<file path="src/rtl/ram_block_mover.sv">
// Block copy / block fill initiator for a single-port ram (cs/oe/wr, sampled on negedge clk).
// One ram access per cycle. Every output is registered and is computed from the next state.
module ram_block_mover #(
    parameter int unsigned ADDR_WIDTH = 16,
    parameter int unsigned DATA_WIDTH = 8,
    parameter int unsigned LEN_WIDTH  = 16
) (
    input  logic                  clk,
    input  logic                  reset,
    input  logic                  start,
    input  logic                  abort,
    input  logic                  mode,
    input  logic [ADDR_WIDTH-1:0] src_addr,
    input  logic [ADDR_WIDTH-1:0] dst_addr,
    input  logic [LEN_WIDTH-1:0]  length,
    input  logic [DATA_WIDTH-1:0] fill_value,
    output logic                  busy,
    output logic                  done,
    output logic                  ram_cs,
    output logic                  ram_oe,
    output logic                  ram_wr,
    output logic [ADDR_WIDTH-1:0] ram_addr,
    output logic [DATA_WIDTH-1:0] ram_din,
    input  logic [DATA_WIDTH-1:0] ram_q
);

    localparam logic [ADDR_WIDTH-1:0] ADDR_ONE = ADDR_WIDTH'(1);
    localparam logic [LEN_WIDTH-1:0]  LEN_ONE  = LEN_WIDTH'(1);

    typedef enum logic [1:0] {
        IDLE = 2'd0,
        RD   = 2'd1,
        WR   = 2'd2,
        FIN  = 2'd3
    } state_e;

    state_e                state_q, state_d;
    logic [ADDR_WIDTH-1:0] src_q, src_d;     // next source address to read
    logic [ADDR_WIDTH-1:0] dst_q, dst_d;     // next destination address to write
    logic [LEN_WIDTH-1:0]  rem_q, rem_d;     // writes not yet presented
    logic                  mode_q, mode_d;
    logic [DATA_WIDTH-1:0] fill_q, fill_d;
    logic                  busy_q, busy_d;
    logic                  done_q, done_d;
    logic                  cs_q, cs_d;
    logic                  oe_q, oe_d;
    logic                  wr_q, wr_d;
    logic [ADDR_WIDTH-1:0] addr_q, addr_d;
    logic [DATA_WIDTH-1:0] din_q, din_d;

    // State, counters and registered outputs.
    always_ff @(posedge clk) begin
        if (reset) begin
            state_q <= IDLE;
            src_q   <= '0;
            dst_q   <= '0;
            rem_q   <= '0;
            mode_q  <= 1'b0;
            fill_q  <= '0;
            busy_q  <= 1'b0;
            done_q  <= 1'b0;
            cs_q    <= 1'b0;
            oe_q    <= 1'b0;
            wr_q    <= 1'b0;
            addr_q  <= '0;
            din_q   <= '0;
        end else begin
            state_q <= state_d;
            src_q   <= src_d;
            dst_q   <= dst_d;
            rem_q   <= rem_d;
            mode_q  <= mode_d;
            fill_q  <= fill_d;
            busy_q  <= busy_d;
            done_q  <= done_d;
            cs_q    <= cs_d;
            oe_q    <= oe_d;
            wr_q    <= wr_d;
            addr_q  <= addr_d;
            din_q   <= din_d;
        end
    end

    // Next state plus the ram access to present during the next cycle.
    always_comb begin
        state_d = state_q;
        src_d   = src_q;
        dst_d   = dst_q;
        rem_d   = rem_q;
        mode_d  = mode_q;
        fill_d  = fill_q;
        busy_d  = 1'b0;
        done_d  = 1'b0;
        cs_d    = 1'b0;
        oe_d    = 1'b0;
        wr_d    = 1'b0;
        addr_d  = addr_q;
        din_d   = din_q;

        case (state_q)
            IDLE: begin
                if (start) begin
                    mode_d = mode;
                    fill_d = fill_value;
                    src_d  = src_addr;
                    dst_d  = dst_addr;
                    rem_d  = length;
                    if (length == '0) begin
                        state_d = FIN;
                        done_d  = 1'b1;
                    end else if (mode) begin
                        state_d = WR;
                        busy_d  = 1'b1;
                        cs_d    = 1'b1;
                        wr_d    = 1'b1;
                        addr_d  = dst_addr;
                        din_d   = fill_value;
                        dst_d   = dst_addr + ADDR_ONE;
                        rem_d   = length - LEN_ONE;
                    end else begin
                        state_d = RD;
                        busy_d  = 1'b1;
                        cs_d    = 1'b1;
                        oe_d    = 1'b1;
                        addr_d  = src_addr;
                        src_d   = src_addr + ADDR_ONE;
                    end
                end
            end
            RD: begin
                if (abort) begin
                    state_d = IDLE;
                end else begin
                    // ram_q holds the word read during this cycle
                    state_d = WR;
                    busy_d  = 1'b1;
                    cs_d    = 1'b1;
                    wr_d    = 1'b1;
                    addr_d  = dst_q;
                    din_d   = ram_q;
                    dst_d   = dst_q + ADDR_ONE;
                    rem_d   = rem_q - LEN_ONE;
                end
            end
            WR: begin
                if (abort) begin
                    state_d = IDLE;
                end else if (rem_q == '0) begin
                    state_d = FIN;
                    done_d  = 1'b1;
                end else if (mode_q) begin
                    state_d = WR;
                    busy_d  = 1'b1;
                    cs_d    = 1'b1;
                    wr_d    = 1'b1;
                    addr_d  = dst_q;
                    din_d   = fill_q;
                    dst_d   = dst_q + ADDR_ONE;
                    rem_d   = rem_q - LEN_ONE;
                end else begin
                    state_d = RD;
                    busy_d  = 1'b1;
                    cs_d    = 1'b1;
                    oe_d    = 1'b1;
                    addr_d  = src_q;
                    src_d   = src_q + ADDR_ONE;
                end
            end
            FIN: begin
                state_d = IDLE;
            end
            default: begin
                state_d = IDLE;
            end
        endcase
    end

    assign busy     = busy_q;
    assign done     = done_q;
    assign ram_cs   = cs_q;
    assign ram_oe   = oe_q;
    assign ram_wr   = wr_q;
    assign ram_addr = addr_q;
    assign ram_din  = din_q;

endmodule

</file>
<file path="config.mk">
export PLATFORM = sky130hd
export DESIGN_NAME = ram_block_mover
export DESIGN_NICKNAME = d
export VERILOG_FILES = /design/src/rtl/ram_block_mover.sv
export SDC_FILE = /design/constraint.sdc
export NUM_CORES = 1
export LEC_CHECK = 0
export BUFFER_PORTS_ARGS = -buffer_cell sky130_fd_sc_hd__buf_2
export CORE_UTILIZATION = 55
export CTS_CLUSTER_SIZE = 8
export DETAILED_ROUTE_END_ITERATION = 6
export PLACE_DENSITY_LB_ADDON = 0.15
export SYNTH_ARGS = -nofsm -noshare
export SYNTH_HDL_FRONTEND = slang
export SYNTH_SLANG_ARGS = --single-unit
</file>
<file path="constraint.sdc">
create_clock -name clk -period 2.7 [get_ports clk]
set_clock_uncertainty 0.05 [all_clocks]
set_input_delay 0.405 -clock clk [delete_from_list [all_inputs] [get_ports clk]]
set_output_delay 0.405 -clock clk [all_outputs]
set_load 0.02 [all_outputs]
</file>
# [After elaboration in Yosys (flattened, before gate mapping)]
# Cells that the tools add are included.
[totals] wordCells=111 output_inout_bits=29 input_bits=69 regBits=87
[classes] mux=72 n_eq_ne=11 reduce_logical=10 n_addsub=6
[op_table] operator="16-bit two-way mux" n=27
[op_table] operator="16-bit one-hot mux with 3 select lines" n=3
[op_table] operator="16-bit by 1-bit adder with 16-bit output, second input constant" n=4
[op_table] operator="8-bit two-way mux" n=7
[op_table] operator="16-bit logical NOT" n=2
[op_table] operator="16-bit one-hot mux with 2 select lines" n=1
[op_table] operator="16-bit by 1-bit subtractor with 16-bit output, second input constant" n=2
[op_table] operator="8-bit one-hot mux with 3 select lines" n=1
[op_table] operator="1-bit two-way mux" n=21
[op_table] operator="2-bit != test, second input constant" n=8
[op_table] operator="2-bit two-way mux" n=7
[op_table] operator="6-bit AND reduction" n=2
[op_table] operator="2-bit one-hot mux with 4 select lines" n=1
[op_table] operator="8-bit AND reduction" n=1
[op_table] operator="1-bit one-hot mux with 3 select lines" n=2
[op_table] operator="5-bit AND reduction" n=1
[op_table] operator="2-bit == test, second input constant" n=2
[op_table] operator="1-bit one-hot mux with 2 select lines" n=2
[op_table] operator="3-bit nonzero test" n=1
[op_table] operator="2-bit by 1-bit == test with 1-bit output, second input constant" n=1
[op_table] operator="2-bit logical NOT" n=1
[op_table] operator="2-bit AND reduction" n=1
[op_table] operator="2-bit nonzero test" n=1

# [Longest topological paths before layout]
[logic_depth] depth_word=5 mapped_depth=10 ltp_nobuf=8

# [Worst setup path before layout]
# OpenSTA, ideal clock, no wires.
[synth_path] kind="input -> register" start="input length[0]" end="register addr_q[10] (netlist: ram_addr[10])" slack_ps=547 arrival_time_ps=1975 path_buffers=1 cell_stages=9 setup_time_ps=128 required_ps=2522 cell_sequence="inv_1 -> ha_1 -> nor3b_1 -> nand2_1 -> o21ai_1 -> a211oi_4 -> buf_6 -> mux2i_1 -> nor2_1"
[synth_via] elab_chain_cells=3
[synth_rtl] element="start: declaration" line="15" source="input logic [LEN_WIDTH-1:0] length,"
[synth_rtl] element="16-bit logical NOT" line="108" source="if (length == '0) begin"
[synth_rtl] element="2-bit != test (no line)"
[synth_rtl] element="6-bit AND reduction (no line)"
[synth_rtl] element="end signal: assignment" line="79" source="addr_q <= addr_d;"
[synth_rtl] element="end: declaration" line="48" source="logic [ADDR_WIDTH-1:0] addr_q, addr_d;"
# Every way passes these cells.
# A chain may end at the register's enable or synchronous reset.

# [Final worst setup path]
[layout_path] start="register rem_q[1]" end="register dst_q[7]"
[layout_via] elab_chain_cells=3
[layout_rtl] element="start: declaration" line="40" source="logic [LEN_WIDTH-1:0] rem_q, rem_d;"
[layout_rtl] element="start signal: assignment" line="71" source="rem_q <= rem_d;"
[layout_rtl] element="16-bit logical NOT" line="148" source="end else if (rem_q == '0) begin"
[layout_rtl] element="2-bit != test (no line)"
[layout_rtl] element="6-bit AND reduction (no line)"
[layout_rtl] element="end signal: assignment" line="70" source="dst_q <= dst_d;"
[layout_rtl] element="end: declaration" line="39" source="logic [ADDR_WIDTH-1:0] dst_q, dst_d;"
# Every way passes these cells.

==> results.py <==
metrics = {
    "synth": {
        "synth-xor-area-share_pct": 5.326,
        "seq_area_frac_synth_pct": 28.62,
        "syn_area_um2": 6085,
        "syn_inst": 801,
        "synthSimpleGateAreaFrac_pct": 24.00,
        "synth_top_area_share_pct": 28.62,
        "ys_types": 73,
        "synth.ff_latch_count": 87,
        "yosysWarnings": 0,
        "synth_top_family_by_area": "compound AO/OA/AOI/OAI gates",
        "synth_common_cells": "98 x a21oi_1, 87 x dfxtp_1, 82 x nand2_1",
        "synth_mux_area_share_pct": 5.429,
        "synth_edf_count": 0,
        "syn_nets": 881,
        "synthAdderAreaFrac_pct": 2.262,
        "dominantRegCellSynth": "dfxtp_1",
        "yosys-top-cells-area": "dfxtp_1 29%, a21oi_1 8.1%, mux2i_1 5.4%",
        "syn_avg_cell_area_um2": 7.596,
        "async_flop_share_pct": 0,
        "synth_compound_area_share_pct": 29.39,
        "synth_most_common_cell": "a21oi_1",
        "yosysTopAreaCell": "dfxtp_1",
    },
    "clock_network": {
        "clk_pin_slew_worst_paths_ps": 90,
        "clkSinkCount": 87,
        "cts_made_buffers": 9,
        "cts_tree": "done",
        "clk_latency_ps": 380,
        "cts-root-buf": "clkbuf_8",
        "clockBufferDepth": 2,
        "htree_levels": 3,
        "cts_hold_buf": 0,
    },
    "layout": {
        "area_growth_pct": 14.58,
        "fill_cells": 983,
        "antennaDiodeCount": 0,
        "layout-drive-gt1-share_pct": 18.63,
        "num-nets-final": 966,
    },
    "detailed_routing": {
        "drcViolationCount": 0,
        "via_per_inst": 6.495,
        "num_vias": 6696,
        "drt_iter0_markers": 703,
        "dr.pass1.iters": 5,
        "wl_mm": 19.23,
        "wl_per_cell_um": 18.65,
        "ant_nets": 0,
    },
    "min_path": {
        "min_path_cells": 3,
        "hp-start": "fill_value[5]",
        "whs_endpoint": "fill_q[5]",
        "hold_path_class": "in -> reg",
    },
    "worst_setup_path": {
        "critPathLaunchType": "register",
        "crit_path_max_fanout": 14,
        "worstReg2RegStart": "rem_q[1]",
        "r2r_end": "dst_q[7]",
        "cp.required_ps": 2910,
        "criticalPathCategory": "reg -> reg",
        "cp.arrival_ps": 2650,
        "setup.worst_path.end_class": "register",
        "ff2ff_path_depth": 9,
        "ff2ff_setup_slack_ps": 260,
    },
    "global_routing": {
        "antenna_found_initial": 0,
        "grt_pass1_wl_mm": 31.00,
        "grt_usage_pct": 34.24,
        "grt_max_degree": 63,
        "grt_overflow_total": 0,
        "grt_pass1_vias": 6132,
    },
    "placement": {
        "dp_slack_ps": 0.8937,
        "io_buffers": 97,
        "dpl.hpwl_mm": 14.11,
        "gp_congestion": 0.9729,
    },
    "floorplanning": {
        "die_area_um2": 11490,
        "rows": 38,
        "io_pins": 98,
        "die_height_um": 107.2,
        "die_x_um": 107.2,
        "core_area_um2": 10790,
        "start_util_pct": 56.38,
    },
    "power_and_ir_drop": {
        "p_leak_nw": 2.644,
        "total_power_mw": 4.258,
        "max-vdd-ir-drop_mv": 0.3837,
        "power.density_nw_per_um2": 610.8,
    },
    "sta": {
        "tightest_slew_ps": 694.1,
        "finalSetupViolations": 0,
        "fmax_mhz": 409.7,
        "rsz0062_at_grt": "no",
        "period_minus_slack_ps": 2441,
        "drv_slew": 0,
        "hold_violations": 0,
        "setup_tns_ps": 0,
        "slew_headroom_pct": 53.51,
        "holdWs_ps": 220.1,
        "finalWorstSetupSlack_ps": 259.2,
        "period_share_pct": 90.40,
    },
    "outcome": {
        "status": "finished clean",
    },
    "job": {
        "drv_cap": 0,
    },
}
==> worst max-delay path by stage <==
| stage | from | slack [ps] | depth (start not counted) | end |
|---|---|---|---|---|
| finish | rem_q[1] | 260 | 9 | dst_q[7] |
| global route | state_q[1] | 40 | 8 | ram_din[2] |
| CTS | rem_q[0] | 100 | 8 | ram_addr[11] |
| detailed placement | length[0] | 0.9 | 9 | ram_addr[11] |
| global placement | length[0] | 90 | 9 | ram_addr[11] |
| floorplan | length[0] | 550 | 9 | ram_addr[10] |
==> stage by stage <==
stage	cell area, um2	utilization, %	instances
3_5_place_dp	6743	62.47	1013
6_report	6972	64.60	1031
2_1_floorplan	6085	-	801
3_3_place_gp	6743	62.47	1013
4_1_cts	6939	64.29	1029
5_1_grt	6972	64.60	1031
==> logic make-up after synthesis <==
group / count (synthesis)
adders and majority gates: 11
muxes: 33
and+or+nand+nor: 282
DFF: 87
AOI/OAI and AO/OA: 277
buffers and inverters: 74
xor gates and xnor gates: 37
==> power breakdown <==
part	switching [mW]	leakage [nW]	total (mW)	internal, mW
clock network	0.521	0.0956	0.950	0.429
logic	1.00	1.83	1.63	0.633
registers	0.202	0.717	1.67	1.47
==> state kept, by name, indices dropped and copies added (netlist names), 2 cells and up <==
| signal | count |
|---|---|
| src_q | 16 |
| rem_q | 16 |
| state_q | 2 |
| ram_addr | 16 |
| ram_din | 8 |
| fill_q | 8 |
| dst_q | 16 |
==> cells in the final DEF, fill, tap and decap left out, types with 16 or more instances in the layout <==
cell type   n
xnor2_1    31
inv_1      21
o211ai_1   18
mux2i_1    33
dfxtp_1    87
nor2_1     54
buf_4      27
a221oi_1   16
a31oi_1    20
buf_2      97
a21oi_1    98
nand2_1    82
nand3_1    31
nor3_1     32
o21ai_0    42
==> what timing repair did <==
action	4_1_cts	5_1_grt
gates resized for setup	0	2
endpoints found under the setup margin	0	18
setup buffers	0	2
==> area by class of cell <==
class                      count  area (um2)  area share (%)
clock buffer                   9       123.9           1.777
clock inverter                 7       72.57           1.041
inverter                      22       82.58           1.184
multi-input combinational    640        4048           58.06
sequential                    87        1742           24.98
tap                          140       175.2           2.513
timing repair buffer         126       728.2           10.45
==> worst max-delay path, stage by stage, from the launching register on <==
cell and delay (ps):
dfxtp_1 340, inv_1 100, ha_1 170, nor3b_1 420, nand4_4 260, o21ai_4 360
buf_4 270, a21oi_1 60, o221ai_1 210, a21oi_1 60
==> metal layers <==
metal	GRT usage [%]	vias to the layer above	wire [um]	share of wire, %
li1	-	3172	-	-
met1	44.71	3097	8074	42
met2	54.98	368	8784	46
met3	4.559	59	1547	8.0
met4	17.81	0	824	4.3
met5	0	-	0	0
Note: power is estimated with default switching activity, not from simulation.
